===== src/rtl/clock_reset_sequencer_if.sv =====
// Bus bundle for clock_reset_sequencer: control inputs, divided clocks,
// staggered resets, FSM debug state and the change-monitor stream.
//
// Handshake: mon_valid is a valid-only strobe with no ready. The consumer
// must take mon_time/mon_snap in every cycle where mon_valid is high; the
// payload is stable while valid and held between pulses. enable, div_load
// and div_value are sampled on every rising clock edge with no handshake.
interface clock_reset_sequencer_if #(
  parameter int NCH   = 4,
  parameter int DIV_W = 8,
  parameter int TS_W  = 32
);
  logic                 enable;
  logic [NCH-1:0]       div_load;
  logic [NCH*DIV_W-1:0] div_value;
  logic [NCH-1:0]       clk_out;
  logic [NCH-1:0]       rst_out;
  logic                 seq_done;
  logic                 mon_valid;
  logic [TS_W-1:0]      mon_time;
  logic [2*NCH-1:0]     mon_snap;
  logic [1:0]           fsm_state;

  // Harness side: drives the controls, observes everything else.
  modport master (
    output enable, div_load, div_value,
    input  clk_out, rst_out, seq_done, mon_valid, mon_time, mon_snap, fsm_state
  );

  // Sequencer side.
  modport slave (
    input  enable, div_load, div_value,
    output clk_out, rst_out, seq_done, mon_valid, mon_time, mon_snap, fsm_state
  );
endinterface


===== src/rtl/clock_reset_sequencer.sv =====
// Clock-enable / reset sequencer: NCH programmable divided clocks, resets
// released in staggered order after a fixed hold, and a change monitor that
// timestamps every change of {rst_out, clk_out}.
module clock_reset_sequencer #(
  parameter int NCH         = 4,
  parameter int DIV_W       = 8,
  parameter int DEFAULT_DIV = 5,
  parameter int RST_CYCLES  = 50,
  parameter int STAGGER     = 4,
  parameter int TS_W        = 32
) (
  input logic                    clock,
  input logic                    reset,
  clock_reset_sequencer_if.slave bus
);

  typedef enum logic [1:0] {
    HOLD    = 2'd0,
    RELEASE = 2'd1,
    RUN     = 2'd2
  } state_t;

  localparam int SEQ_MAX = (RST_CYCLES > STAGGER) ? RST_CYCLES : STAGGER;
  localparam int SEQ_W   = $clog2(SEQ_MAX + 1);
  localparam int IDX_W   = (NCH > 1) ? $clog2(NCH) : 1;

  state_t           state, state_nxt;
  logic [SEQ_W-1:0] seq_cnt, seq_cnt_nxt;
  logic [IDX_W-1:0] idx, idx_nxt;
  logic [NCH-1:0]   rst_q, rst_nxt;
  logic             done_q, done_nxt;
  logic [NCH-1:0]   clk_vec;

  // Release FSM registers: state, edge counter, next channel to release.
  always_ff @(posedge clock or negedge reset) begin
    if (!reset) begin
      state   <= HOLD;
      seq_cnt <= '0;
      idx     <= '0;
      rst_q   <= '1;
      done_q  <= 1'b0;
    end else begin
      state   <= state_nxt;
      seq_cnt <= seq_cnt_nxt;
      idx     <= idx_nxt;
      rst_q   <= rst_nxt;
      done_q  <= done_nxt;
    end
  end

  // Release FSM next state: hold all resets, then clear them one by one.
  always_comb begin
    state_nxt   = state;
    seq_cnt_nxt = seq_cnt + SEQ_W'(1);
    idx_nxt     = idx;
    rst_nxt     = rst_q;
    done_nxt    = done_q;
    case (state)
      HOLD: begin
        if (seq_cnt == SEQ_W'(RST_CYCLES - 1)) begin
          rst_nxt[0]  = 1'b0;
          seq_cnt_nxt = '0;
          if (NCH == 1) begin
            state_nxt = RUN;
            done_nxt  = 1'b1;
          end else begin
            state_nxt = RELEASE;
            idx_nxt   = IDX_W'(1);
          end
        end
      end
      RELEASE: begin
        if (seq_cnt == SEQ_W'(STAGGER - 1)) begin
          rst_nxt[idx] = 1'b0;
          seq_cnt_nxt  = '0;
          if (idx == IDX_W'(NCH - 1)) begin
            state_nxt = RUN;
            done_nxt  = 1'b1;
          end else begin
            idx_nxt = idx + IDX_W'(1);
          end
        end
      end
      RUN: begin
        // Terminal: counter parked so it cannot wrap.
        seq_cnt_nxt = seq_cnt;
      end
      default: begin
        state_nxt = HOLD;
      end
    endcase
  end

  // One divider per channel; a load restarts the phase but keeps the level.
  for (genvar i = 0; i < NCH; i++) begin : g_ch
    logic [DIV_W-1:0] div_q;
    logic [DIV_W-1:0] cnt_q;
    logic             clk_q;

    // Divider: toggle on counter wrap, frozen by enable, load takes priority.
    always_ff @(posedge clock or negedge reset) begin
      if (!reset) begin
        div_q <= DIV_W'(DEFAULT_DIV);
        cnt_q <= '0;
        clk_q <= 1'b0;
      end else if (bus.div_load[i]) begin
        div_q <= bus.div_value[i*DIV_W +: DIV_W];
        cnt_q <= '0;
      end else if (bus.enable) begin
        if (div_q == '0) begin
          cnt_q <= '0;
        end else if (cnt_q == div_q - DIV_W'(1)) begin
          cnt_q <= '0;
          clk_q <= ~clk_q;
        end else begin
          cnt_q <= cnt_q + DIV_W'(1);
        end
      end
    end

    assign clk_vec[i] = clk_q;
  end

  logic [TS_W-1:0]  ts;
  logic [2*NCH-1:0] prev_snap;
  logic [2*NCH-1:0] cur_snap;

  assign cur_snap = {rst_q, clk_vec};

  // Timestamp and change monitor: ts holds the index of the upcoming edge,
  // so the edge that produced a change one cycle ago is ts - 1.
  always_ff @(posedge clock or negedge reset) begin
    if (!reset) begin
      ts            <= '0;
      prev_snap     <= {{NCH{1'b1}}, {NCH{1'b0}}};
      bus.mon_valid <= 1'b0;
      bus.mon_time  <= '0;
      bus.mon_snap  <= {{NCH{1'b1}}, {NCH{1'b0}}};
    end else begin
      ts        <= ts + TS_W'(1);
      prev_snap <= cur_snap;
      if (cur_snap != prev_snap) begin
        bus.mon_valid <= 1'b1;
        bus.mon_snap  <= cur_snap;
        bus.mon_time  <= ts - TS_W'(1);
      end else begin
        bus.mon_valid <= 1'b0;
      end
    end
  end

  assign bus.clk_out   = clk_vec;
  assign bus.rst_out   = rst_q;
  assign bus.seq_done  = done_q;
  assign bus.fsm_state = state;

endmodule


===== src/flat_wrapper.sv =====
// flat-port wrapper written by rule: the top's interface ports become plain ports
module clock_reset_sequencer_flat 
#(
  parameter int NCH         = 4,
  parameter int DIV_W       = 8,
  parameter int DEFAULT_DIV = 5,
  parameter int RST_CYCLES  = 50,
  parameter int STAGGER     = 4,
  parameter int TS_W        = 32
)
  (clock, reset, bus_enable, bus_div_load, bus_div_value, bus_clk_out, bus_rst_out, bus_seq_done, bus_mon_valid, bus_mon_time, bus_mon_snap, bus_fsm_state);
  clock_reset_sequencer_if #(.NCH(NCH), .DIV_W(DIV_W), .TS_W(TS_W)) bus_i ();
  input logic clock;
  input logic reset;
  input wire logic [$bits(bus_i.enable)-1:0] bus_enable;
  input wire logic [$bits(bus_i.div_load)-1:0] bus_div_load;
  input wire logic [$bits(bus_i.div_value)-1:0] bus_div_value;
  output wire logic [$bits(bus_i.clk_out)-1:0] bus_clk_out;
  output wire logic [$bits(bus_i.rst_out)-1:0] bus_rst_out;
  output wire logic [$bits(bus_i.seq_done)-1:0] bus_seq_done;
  output wire logic [$bits(bus_i.mon_valid)-1:0] bus_mon_valid;
  output wire logic [$bits(bus_i.mon_time)-1:0] bus_mon_time;
  output wire logic [$bits(bus_i.mon_snap)-1:0] bus_mon_snap;
  output wire logic [$bits(bus_i.fsm_state)-1:0] bus_fsm_state;
  assign bus_i.enable = bus_enable;
  assign bus_i.div_load = bus_div_load;
  assign bus_i.div_value = bus_div_value;
  assign bus_clk_out = bus_i.clk_out;
  assign bus_rst_out = bus_i.rst_out;
  assign bus_seq_done = bus_i.seq_done;
  assign bus_mon_valid = bus_i.mon_valid;
  assign bus_mon_time = bus_i.mon_time;
  assign bus_mon_snap = bus_i.mon_snap;
  assign bus_fsm_state = bus_i.fsm_state;
  clock_reset_sequencer #(.NCH(NCH), .DIV_W(DIV_W), .DEFAULT_DIV(DEFAULT_DIV), .RST_CYCLES(RST_CYCLES), .STAGGER(STAGGER), .TS_W(TS_W)) u_core (.clock(clock), .reset(reset), .bus(bus_i));
endmodule

===== config.mk =====
export PLATFORM = sky130hd
export DESIGN_NAME = clock_reset_sequencer_flat
export DESIGN_NICKNAME = d
export VERILOG_FILES = /design/src/rtl/clock_reset_sequencer_if.sv /design/src/rtl/clock_reset_sequencer.sv /design/src/flat_wrapper.sv
export SDC_FILE = /design/constraint.sdc
export NUM_CORES = 1
export LEC_CHECK = 0
export CAP_MARGIN = 30
export CORE_ASPECT_RATIO = 1.75
export CORE_MARGIN = 5
export CORE_UTILIZATION = 61
export DETAILED_ROUTE_END_ITERATION = 6
export GPL_TIMING_DRIVEN = 1
export PLACE_DENSITY = 0.88
export RECOVER_POWER = 100
export SYNTH_ARGS = -nofsm -noshare
export SYNTH_HDL_FRONTEND = slang
export SYNTH_SLANG_ARGS = --single-unit

===== constraint.sdc =====
create_clock -name clock -period 5 [get_ports clock]
set_clock_uncertainty 0.1 [all_clocks]
set_input_delay 0.5 -clock clock [delete_from_list [all_inputs] [get_ports clock]]
set_output_delay 0.5 -clock clock [all_outputs]
set_load 0.01 [all_outputs]

==> summary.md, run 1 <==
| Metric | Value |
|---|---|
| Status | `finished with violations` |
| Violated checks | `capacitance limit, slew limit` |
| Post-detail-place hpwl | `13300 µm` |
| Min-delay worst type | `flop to flop` |
| Vias in the first global route | `6770` |
| First-pass GRT wire length | `32200 µm` |
| Post-synthesis mux area share | `0.0498` |
| Clk root buf | `clkbuf_16` |
| Post-synthesis register bit count | `164` |
| Drt drc | `0` |
| Register area share after synthesis | `0.488` |
| CP Buf/Inv Count | `1` |
| CTS sink count | `164` |
| Filler Cell Count | `989` |
| DRT iter0 DRCs | `288` |
| Tmin final | `3.60 ns` |
| Non-Filler Instances | `1110` |
| GRT overflow | `0` |
| Placed Instances | `1077` |
| Final setup fails | `0` |
| Area growth syn-to-layout | `18.4%` |
| Routed wire per std cell | `16.9 µm` |
| CORE AREA | `13800 µm²` |
| Final Cell Area | `10000 µm²` |
| Clock-pin slew on the worst setup and hold paths | `0.07 ns` |
| Worst-path maximum fanout | `44` |
| Routed Antenna Nets | `0` |
| Crit. End Element | `flop` |
| Setup TNS | `0 ns` |
| Die X | `99.1 µm` |
| Synth Area in XOR/XNOR | `0.120` |
| Warnings from Yosys | `0` |
| CP Launch Type | `flop` |
| Antenna violations before repair | `0` |
| Syn Nets | `905` |
| DIE HEIGHT | `166 µm` |
| Mean number of vias per cell | `5.73` |
| F_max | `278 MHz` |
| Beginning of the critical path | `u_core.bus.rst_out[3]` |
| Placed Area | `9450 µm²` |
| Clock buffer depth | `2` |
| Unrepaired setup endpoints after global routing | `false` |
| Fin crit share | `0.720` |
| CTS tree | `built` |
| Compound-Gate Fraction of Synth Area | `0.0857` |
| Number of synthesized flops with an enable pin | `0` |
| CP Cell Sequence | `xor2_1 -> nor4_1 -> nand2_1 -> clkbuf_1 -> mux2_2` |
| Post-synthesis simple-gate area fraction | `0.196` |
| Worst vdd ir | `0.000287 V` |
| N_diodes | `0` |
| Slowest stage cell, crit path | `nand2_1` |
| DRT Pass-1 Iters | `4` |
| CP top delay family | `simple AND/OR/NAND/NOR gates` |
| Area of the die | `16400 µm²` |
| DR vias | `6361` |
| WP data required | `5.25 ns` |
| H-tree Lvls | `4` |
| Post-Syn Area | `8470 µm²` |
| Worst-skew pair later-pin latency | `0.43 ns` |
| Reg-to-reg critical path startpoint | `u_core.bus.rst_out[3]` |
| Number of buffers inserted by port buffering | `90` |
| Worst slew margin | `-0.508` |
| DRT Wirelength | `18800 µm` |
| FFs w/ async S/R, synth | `1.00` |
| P per Cell Area | `358 nW/µm²` |
| Post-Syn Instances | `846` |
| Hold Vio Cnt, Final | `0` |
| Total GRT Usage | `0.241` |
| Leakage | `4.51 nW` |
| # IOs | `91` |
| Slew at the pin closest to its max-slew limit | `2.26 ns` |
| Mean Syn Cell Area | `10.0 µm²` |
| Slowest stage delay, CP | `1.16 ns` |
| CP Class | `flop to flop` |
| Fin nets | `979` |
| Starting Density | `0.615` |
| Netlist cell types | `59` |
| Share of post-route cells with drive strength above 1 | `0.102` |
| HP Start | `u_core.bus.rst_out[1]` |
| Max-cap viol count | `2` |
| Post-CTS Setup Inserts | `0` |
| Largest net degree at the start of global routing | `73` |
| CTS Buf Count | `17` |
| Area share of fa/ha/maj cells after synthesis | `0.0296` |
| FP Rows | `57` |
| Largest family of logic cells by synthesized area | `simple AND/OR/NAND/NOR gates` |
| Final Wtd Congestion | `0.865` |
| Number of gates resized after cts | `0` |
| Reg2reg setup slack | `1.40 ns` |
| Arrival time worst endpoint | `3.85 ns` |
| Fin. max-slew vios | `89` |
| Post-synth top flop | `dfrtp_1` |
[state kept, by name, summed over array words and instances, names as in the netlist]
name	count
u_core.bus.mon_time	32
u_core.g_ch.cnt_q	32
u_core.g_ch.div_q	32
u_core.ts	32
u_core.bus.mon_snap	8
u_core.prev_snap	8
u_core.seq_cnt	6
u_core.bus.rst_out	4
u_core.g_ch.clk_q	4
u_core.bus.fsm_state	2
u_core.idx	2
u_core.bus.mon_valid	1
u_core.bus.seq_done	1
[synth_stat cells (5+ instances only)]
master	instances	area (µm²)
a21oi_1	35	175
a31oi_1	15	93.8
and3_1	15	93.8
and4_1	5	43.8
clkbuf_1	31	116
dfrtp_1	144	3600
dfstp_2	20	526
ha_1	20	250
inv_1	23	86.3
mux2_2	33	372
mux2i_1	5	50.1
nand2_1	74	278
nand2b_1	11	68.8
nand3_1	33	165
nand4_1	15	93.8
nor2_1	88	330
nor2b_1	6	37.5
nor3_1	25	125
nor3b_1	7	52.6
nor4_1	8	50.1
o21ai_0	27	135
or2_2	9	56.3
or3_1	11	68.8
xnor2_1	67	587
xor2_1	49	429
[kinds of logic (layout without fill, tap and decap cells)]
| group | count (synthesis) | count (layout) |
|---|---|---|
| AOI/OAI and AO/OA | 116 | 116 |
| xor gates and xnor gates | 116 | 116 |
| adders and majority gates | 20 | 20 |
| buffers and inverters | 64 | 151 |
| DFF | 164 | 164 |
| muxes | 38 | 38 |
| and+or+nand+nor | 328 | 328 |
[cell usage in the layout (no fill, tap or decap), drive strengths merged, types with 6 or more instances in the layout]
cell type,synthesis,layout
a21oi,35,35
ha,20,20
dlygate4sd3,0,58
and3,15,15
dfstp,20,20
nor3,25,25
xnor2,67,67
xor2,49,49
mux2,33,33
nand4,15,15
nor3b,7,7
dfrtp,144,144
o21ai,27,27
nand2b,11,11
or3,11,11
a31oi,15,15
nor2,88,88
or2,9,9
nand3,33,33
nand2,74,74
inv,23,35
clkdlybuf4s50,0,32
nor4,9,9
nor2b,6,6
clkbuf,31,20
[final cells by class]
class	instances	area [µm²]	share of cell area
Inverter	23	86.3	0.00861
Tap cell	177	221	0.0221
Clock inverter	15	154	0.0153
Timing Repair Buffer	96	938	0.0936
Sequential cell	164	4130	0.412
Clock buffer	17	425	0.0424
Multi-Input combinational cell	618	4070	0.406
[power breakdown]
group	leakage, nW	internal, mW	switching, mW	total (mW)
Clock	0.288	0.671	0.601	1.27
Sequential	2.07	1.48	0.109	1.59
Combinational	2.15	0.343	0.389	0.732
[routing by layer]
layer / wire, µm / vias to the layer above / part of all wire / global-route usage
met3: 853 / 35 / 0.045 / 0.0580
met5: 0 / - / 0 / 0
li1: - / 3070 / - / -
met1: 7170 / 3116 / 0.38 / 0.269
met2: 10300 / 140 / 0.55 / 0.435
met4: 457 / 0 / 0.024 / 0.0933
[path summary, 6_finish.rpt]
check,cells after the start,to
max,5,u_core.bus.mon_snap[7]
max reg2reg,5,u_core.bus.mon_snap[7]
max in group asynchronous,3,u_core.g_ch[1].div_q[3]
min in group asynchronous,2,u_core.ts[2]
min reg2reg,0,u_core.prev_snap[5]
min,0,u_core.prev_snap[5]
[stage by stage]
step / setup slack (ns) / hold slack, ns / util / total power, mW
floorplan: 2.52 / 0.104 / - / 2.01
finish: 1.40 / 0.325 / 0.728 / 3.59
global placement: 2.12 / 0.289 / 0.687 / 2.36
CTS: 2.09 / 0.297 / 0.729 / 3.66
global route: 1.04 / 0.332 / 0.728 / 3.78
detailed placement: 2.00 / 0.287 / 0.687 / 2.38
[worst reg2reg max path, stage by stage (launching register included)]
cell and delay (ns):
dfstp_1 0.63, xor2_1 0.21, nor4_1 0.08, nand2_1 1.16, clkbuf_1 0.92, mux2_2 0.42
[timing repair]
action / CTS / global route
endpoints found under the setup margin: 0 / 0
hold endpoints to repair: 12 / 0
hold buffers: 1 / 0
No activity file was read; power rests on OpenSTA's default activity.
==> inputs of run 2 (changes only) <==
--- a/config.mk
+++ b/config.mk
@@ -8,10 +8,10 @@
 export CAP_MARGIN = 30
 export CORE_ASPECT_RATIO = 1.75
 export CORE_MARGIN = 5
-export CORE_UTILIZATION = 61
+export CORE_UTILIZATION = 57
 export DETAILED_ROUTE_END_ITERATION = 6
 export GPL_TIMING_DRIVEN = 1
-export PLACE_DENSITY = 0.88
+export PLACE_DENSITY = 0.83
 export RECOVER_POWER = 100
 export SYNTH_ARGS = -nofsm -noshare
 export SYNTH_HDL_FRONTEND = slang
==> constraint.sdc (replaced) <==
create_clock -name clock -period 3.45 [get_ports clock]
set_clock_uncertainty 0.1 [all_clocks]
set_input_delay 0.345 -clock clock [delete_from_list [all_inputs] [get_ports clock]]
set_output_delay 0.345 -clock clock [all_outputs]
set_load 0.01 [all_outputs]
==> summary.md, run 2 (synthesis results as in run 1) <==
| Metric | Value |
|---|---|
| Status | `finished with violations` |
| Violated checks | `capacitance limit, slew limit` |
| Mean number of vias per cell | `5.73` |
| Final setup fails | `0` |
| FP Rows | `59` |
| DR vias | `6407` |
| Top sig layer | `met4` |
| H-tree Lvls | `4` |
| M1 wire length | `7170 µm` |
| Met3 WL post-DR | `758 µm` |
| Worst slew margin | `-0.100` |
| Area of the die | `17500 µm²` |
| Drt drc | `0` |
| CTS sink count | `164` |
| Total GRT Usage | `0.224` |
| Min-Delay Path Depth | `0` |
| First-pass GRT wire length | `31200 µm` |
| Final worst slack | `0.456 ns` |
| Number of buffers inserted by port buffering | `90` |
| R2R cell count | `8` |
| Clock buffer depth | `2` |
| Setup TNS | `0 ns` |
| Routed Antenna Nets | `0` |
| Placed Instances | `1085` |
| # IOs | `91` |
| DRT Wirelength | `18200 µm` |
| Post-placement worst setup slack | `0.525 ns` |
| Most frequent cells in the layout | `dfrtp_1 (144), nor2_1 (88), nand2_1 (73), xnor2_1 (67), dlygate4sd3_1 (57)` |
| Clk root buf | `clkbuf_16` |
| Reg-to-reg critical path startpoint | `u_core.ts[0]` |
| Share of post-route cells with drive strength above 1 | `0.106` |
| Routed wire per std cell | `16.3 µm` |
| CP Launch Type | `flop` |
| Slew at the pin closest to its max-slew limit | `1.65 ns` |
| Number of gates resized after cts | `0` |
| F_max | `334 MHz` |
| DRT iter0 DRCs | `265` |
| Beginning of the critical path | `u_core.ts[0]` |
| Fin crit share | `0.868` |
| Leakage | `4.52 nW` |
| CP Class | `flop to flop` |
| Met2 WL | `9900 µm` |
| Worst-skew pair later-pin latency | `0.43 ns` |
| HP Start | `u_core.bus.rst_out[2]` |
| Min-delay worst type | `flop to flop` |
| GRT overflow | `0` |
| Post-detail-place hpwl | `13000 µm` |
| Reg2reg setup slack | `0.46 ns` |
| Worst hold endpoint | `u_core.prev_snap[6]` |
| Non-Filler Instances | `1118` |
| Worst-path maximum fanout | `6` |
| Final Wtd Congestion | `0.841` |
| DIE HEIGHT | `171 µm` |
| Fin. max-slew vios | `64` |
| Antenna violations before repair | `0` |
| Clock-pin slew on the worst setup and hold paths | `0.07 ns` |
| Worst hold margin | `0.327 ns` |
| Placed Area | `9490 µm²` |
| CTS tree | `built` |
| Die X | `102 µm` |
| WP data required | `3.66 ns` |
| Arrival time worst endpoint | `3.20 ns` |
| Tmin final | `2.99 ns` |
| Most common cell after layout, fill and taps aside | `dfrtp_1` |
| Largest net degree at the start of global routing | `73` |
| Max-cap viol count | `1` |
| Fin nets | `981` |
| Starting Density | `0.573` |
| Unrepaired setup endpoints after global routing | `false` |
| CORE AREA | `14800 µm²` |
| Worst vdd ir | `0.000369 V` |
| Area growth syn-to-layout | `18.7%` |
| DRT Pass-1 Iters | `6` |
| Worst r2r dst | `u_core.bus.mon_time[24]` |
| N_diodes | `0` |
| P per Cell Area | `517 nW/µm²` |
| Crit. End Element | `flop` |
| CTS Buf Count | `17` |
| Hold Vio Cnt, Final | `0` |
| Vias in the first global route | `6534` |
| Final Cell Area | `10000 µm²` |
==> run 2: worst max-delay path: stages, from the launching register on <==
cell and delay, ns:
dfrtp_1 0.44, inv_1 0.10, ha_1 0.17, or4b_1 0.50, nor3_1 0.47, nand2_1 0.27, or3_1 0.43, xnor2_1 0.14
mux2_2 0.26
==> run 2: metal layers <==
layer | track usage | vias up
met5 | 0 | -
met4 | 0.0788 | 0
met3 | 0.0491 | 29
met2 | 0.402 | 149
met1 | 0.261 | 3144
li1 | - | 3085
==> run 2: timing repair <==
action,in CTS,in global routing
endpoints found under the setup margin,0,0
endpoints found under the hold margin,56,0
hold buffers,1,0
buffers inserted,0,0
==> run 2: layout make-up <==
type / count / area (µm²)
fill: 1162 / 4710
clock buffer: 17 / 425
clock inverter: 15 / 146
tap: 183 / 229
sequential: 164 / 4130
inverter: 23 / 86.3
multi-input combinational: 618 / 4080
timing repair buffer: 98 / 958
==> run 2: through the flow <==
step                 util  total power [mW]
floorplan               -              2.91
global placement    0.643              3.43
detailed placement  0.643              3.46
CTS                 0.682              5.33
global route        0.681              5.47
finish              0.681              5.19
==> run 2: power breakdown <==
part	total (mW)	switching (mW)	internal, mW
registers	2.30	0.159	2.14
logic	1.06	0.564	0.499
clock network	1.83	0.864	0.969
==> run 2: worst max-delay path by stage <==
stage                                   end  slack [ns]  depth (start not counted)
floorplan           u_core.bus.mon_time[24]        0.97                          7
global placement    u_core.bus.mon_time[24]        0.58                          8
detailed placement  u_core.bus.mon_time[24]        0.53                          8
CTS                 u_core.bus.mon_time[24]        0.50                          8
global route        u_core.bus.mon_time[24]        0.40                          8
finish              u_core.bus.mon_time[24]        0.46                          8
==> inputs of run 3 (changes only) <==
--- a/config.mk
+++ b/config.mk
@@ -5,12 +5,14 @@
 export SDC_FILE = /design/constraint.sdc
 export NUM_CORES = 1
 export LEC_CHECK = 0
+export ABC_AREA = 0
 export CAP_MARGIN = 30
 export CORE_ASPECT_RATIO = 1.75
 export CORE_MARGIN = 5
 export CORE_UTILIZATION = 57
 export DETAILED_ROUTE_END_ITERATION = 6
 export GPL_TIMING_DRIVEN = 1
+export MAX_ROUTING_LAYER = met4
 export PLACE_DENSITY = 0.83
 export RECOVER_POWER = 100
 export SYNTH_ARGS = -nofsm -noshare
==> summary.md, run 3 (synthesis results as in run 1) <==
| Metric | Value |
|---|---|
| Fin. max-slew vios | `64` |
| Fin crit share | `0.866` |
| H-tree Lvls | `4` |
| Vias in the first global route | `6539` |
| CP Cell Sequence | `inv_1 -> ha_1 -> or4b_1 -> nor3_1 -> nand2_1 -> or3_1 -> xnor2_1 -> mux2_2` |
| Util after Layout | `0.681` |
| Crit. End Element | `flop` |
| Mean number of vias per cell | `5.74` |
| Worst setup path endpoint | `u_core.bus.mon_time[24]` |
| Drt drc | `0` |
| DIE HEIGHT | `171 µm` |
| CTS tree | `built` |
| Leakage | `4.52 nW` |
| Hold_buf cts | `1` |
| Worst-skew pair later-pin latency | `0.43 ns` |
| P per Cell Area | `518 nW/µm²` |
| CP Buf/Inv Count | `1` |
| Most frequent cells in the layout | `dfrtp_1 (144), nor2_1 (88), nand2_1 (73), xnor2_1 (67), dlygate4sd3_1 (57)` |
| WP data required | `3.66 ns` |
| CP Class | `flop to flop` |
| CORE AREA | `14800 µm²` |
| CP Launch Type | `flop` |
| Fin nets | `981` |
| Worst vdd ir | `0.000376 V` |
| Worst-path maximum fanout | `6` |
| Final Wtd Congestion | `0.854` |
| Share of post-route cells with drive strength above 1 | `0.106` |
| Slowest stage delay, CP | `0.50 ns` |
| Largest net degree at the start of global routing | `73` |
| Number of cells on the critical path | `8` |
| # IOs | `91` |
| Antenna violations before repair | `0` |
| Unrepaired setup endpoints after global routing | `false` |
| Hold Vio Cnt, Final | `0` |
| N_diodes | `0` |
| Total GRT Usage | `0.231` |
| Tmin final | `2.99 ns` |
| Setup TNS | `0 ns` |
| Filler Cell Count | `1162` |
| Area of the die | `17500 µm²` |
| Post-CTS Setup Inserts | `0` |
| GRT overflow | `0` |
| Min-delay worst type | `flop to flop` |
| FP Rows | `59` |
| Slowest stage cell, crit path | `or4b_1` |
| DR vias | `6414` |
| CTS sink count | `164` |
| First-pass GRT wire length | `31200 µm` |
| Arrival time worst endpoint | `3.20 ns` |
| Routed wire per std cell | `16.4 µm` |
| Routed Antenna Nets | `0` |
| Clock buffer depth | `2` |
| Most common cell after layout, fill and taps aside | `dfrtp_1` |
| F_max | `335 MHz` |
| Area growth syn-to-layout | `18.7%` |
| Clock-pin slew on the worst setup and hold paths | `0.08 ns` |
| Max-cap viol count | `1` |
| Violated checks | `capacitance limit, slew limit` |
| Slew at the pin closest to its max-slew limit | `1.65 ns` |
| Number of buffers inserted by port buffering | `90` |
| Status | `finished with violations` |
| Number of gates resized after cts | `0` |
| Starting Density | `0.573` |
| Reg-to-reg critical path startpoint | `u_core.ts[0]` |
| Worst slew margin | `-0.0990` |
| CTS Buf Count | `17` |
| Die X | `102 µm` |
| DRT Wirelength | `18300 µm` |
| DRT Pass-1 Iters | `5` |
| CP top delay family | `simple AND/OR/NAND/NOR gates` |
| Final setup fails | `0` |
| R2R cell count | `8` |
| Reg2reg setup slack | `0.46 ns` |
| Worst r2r dst | `u_core.bus.mon_time[24]` |
| Beginning of the critical path | `u_core.ts[0]` |
| Clk root buf | `clkbuf_16` |
| DRT iter0 DRCs | `262` |
| Post-detail-place hpwl | `13000 µm` |
run 3: cell counts in the layout (fill, tap and decap cells not counted):
No cell type changed its count.
run 3: layout make-up:
class                           instances  area [µm²]  area share
Inverter                               23        86.3     0.00859
Tap cell                              183         229      0.0228
Sequential cell                       164        4130       0.411
Clock inverter                         15         146      0.0146
Multi-Input combinational cell        618        4080       0.406
Clock buffer                           17         425      0.0423
Timing Repair Buffer                   98         958      0.0954
run 3: routing by layer:
| layer | vias up | share of wire | track usage |
|---|---|---|---|
| met5 | - | 0 | - |
| met4 | 0 | 0.019 | 0.0771 |
| met3 | 28 | 0.042 | 0.0483 |
| met2 | 151 | 0.55 | 0.403 |
| met1 | 3153 | 0.39 | 0.261 |
| li1 | 3082 | - | - |
run 3: power breakdown:
group,switching (mW),internal (mW),leakage (nW)
clock,0.867,0.970,0.286
combinational,0.566,0.500,2.16
sequential,0.158,2.14,2.07
total,1.59,3.61,4.52
run 3: metrics by stage:
stage	instance area (µm²)	setup slack [ns]	hold slack, ns	power [mW]	std cells
after CTS	10100	0.503	0.305	5.33	1118
after global routing	10000	0.400	0.352	5.47	1118
after floorplan	8470	0.968	-0.0506	2.91	846
after detailed placement	9490	0.525	0.275	3.46	1085
final	10000	0.462	0.323	5.20	1118
after global placement	9490	0.584	0.280	3.43	1085
run 3: worst min path at each step:
stage,from,endpoint,slack [ns],depth (start not counted)
floorplan,reset,u_core.bus.fsm_state[0],-0.05,0
global placement,reset,u_core.ts[2],0.28,1
detailed placement,reset,u_core.ts[2],0.28,1
CTS,u_core.bus.rst_out[2],u_core.prev_snap[6],0.31,0
global route,u_core.bus.rst_out[3],u_core.prev_snap[7],0.35,0
finish,u_core.bus.rst_out[2],u_core.prev_snap[6],0.32,0
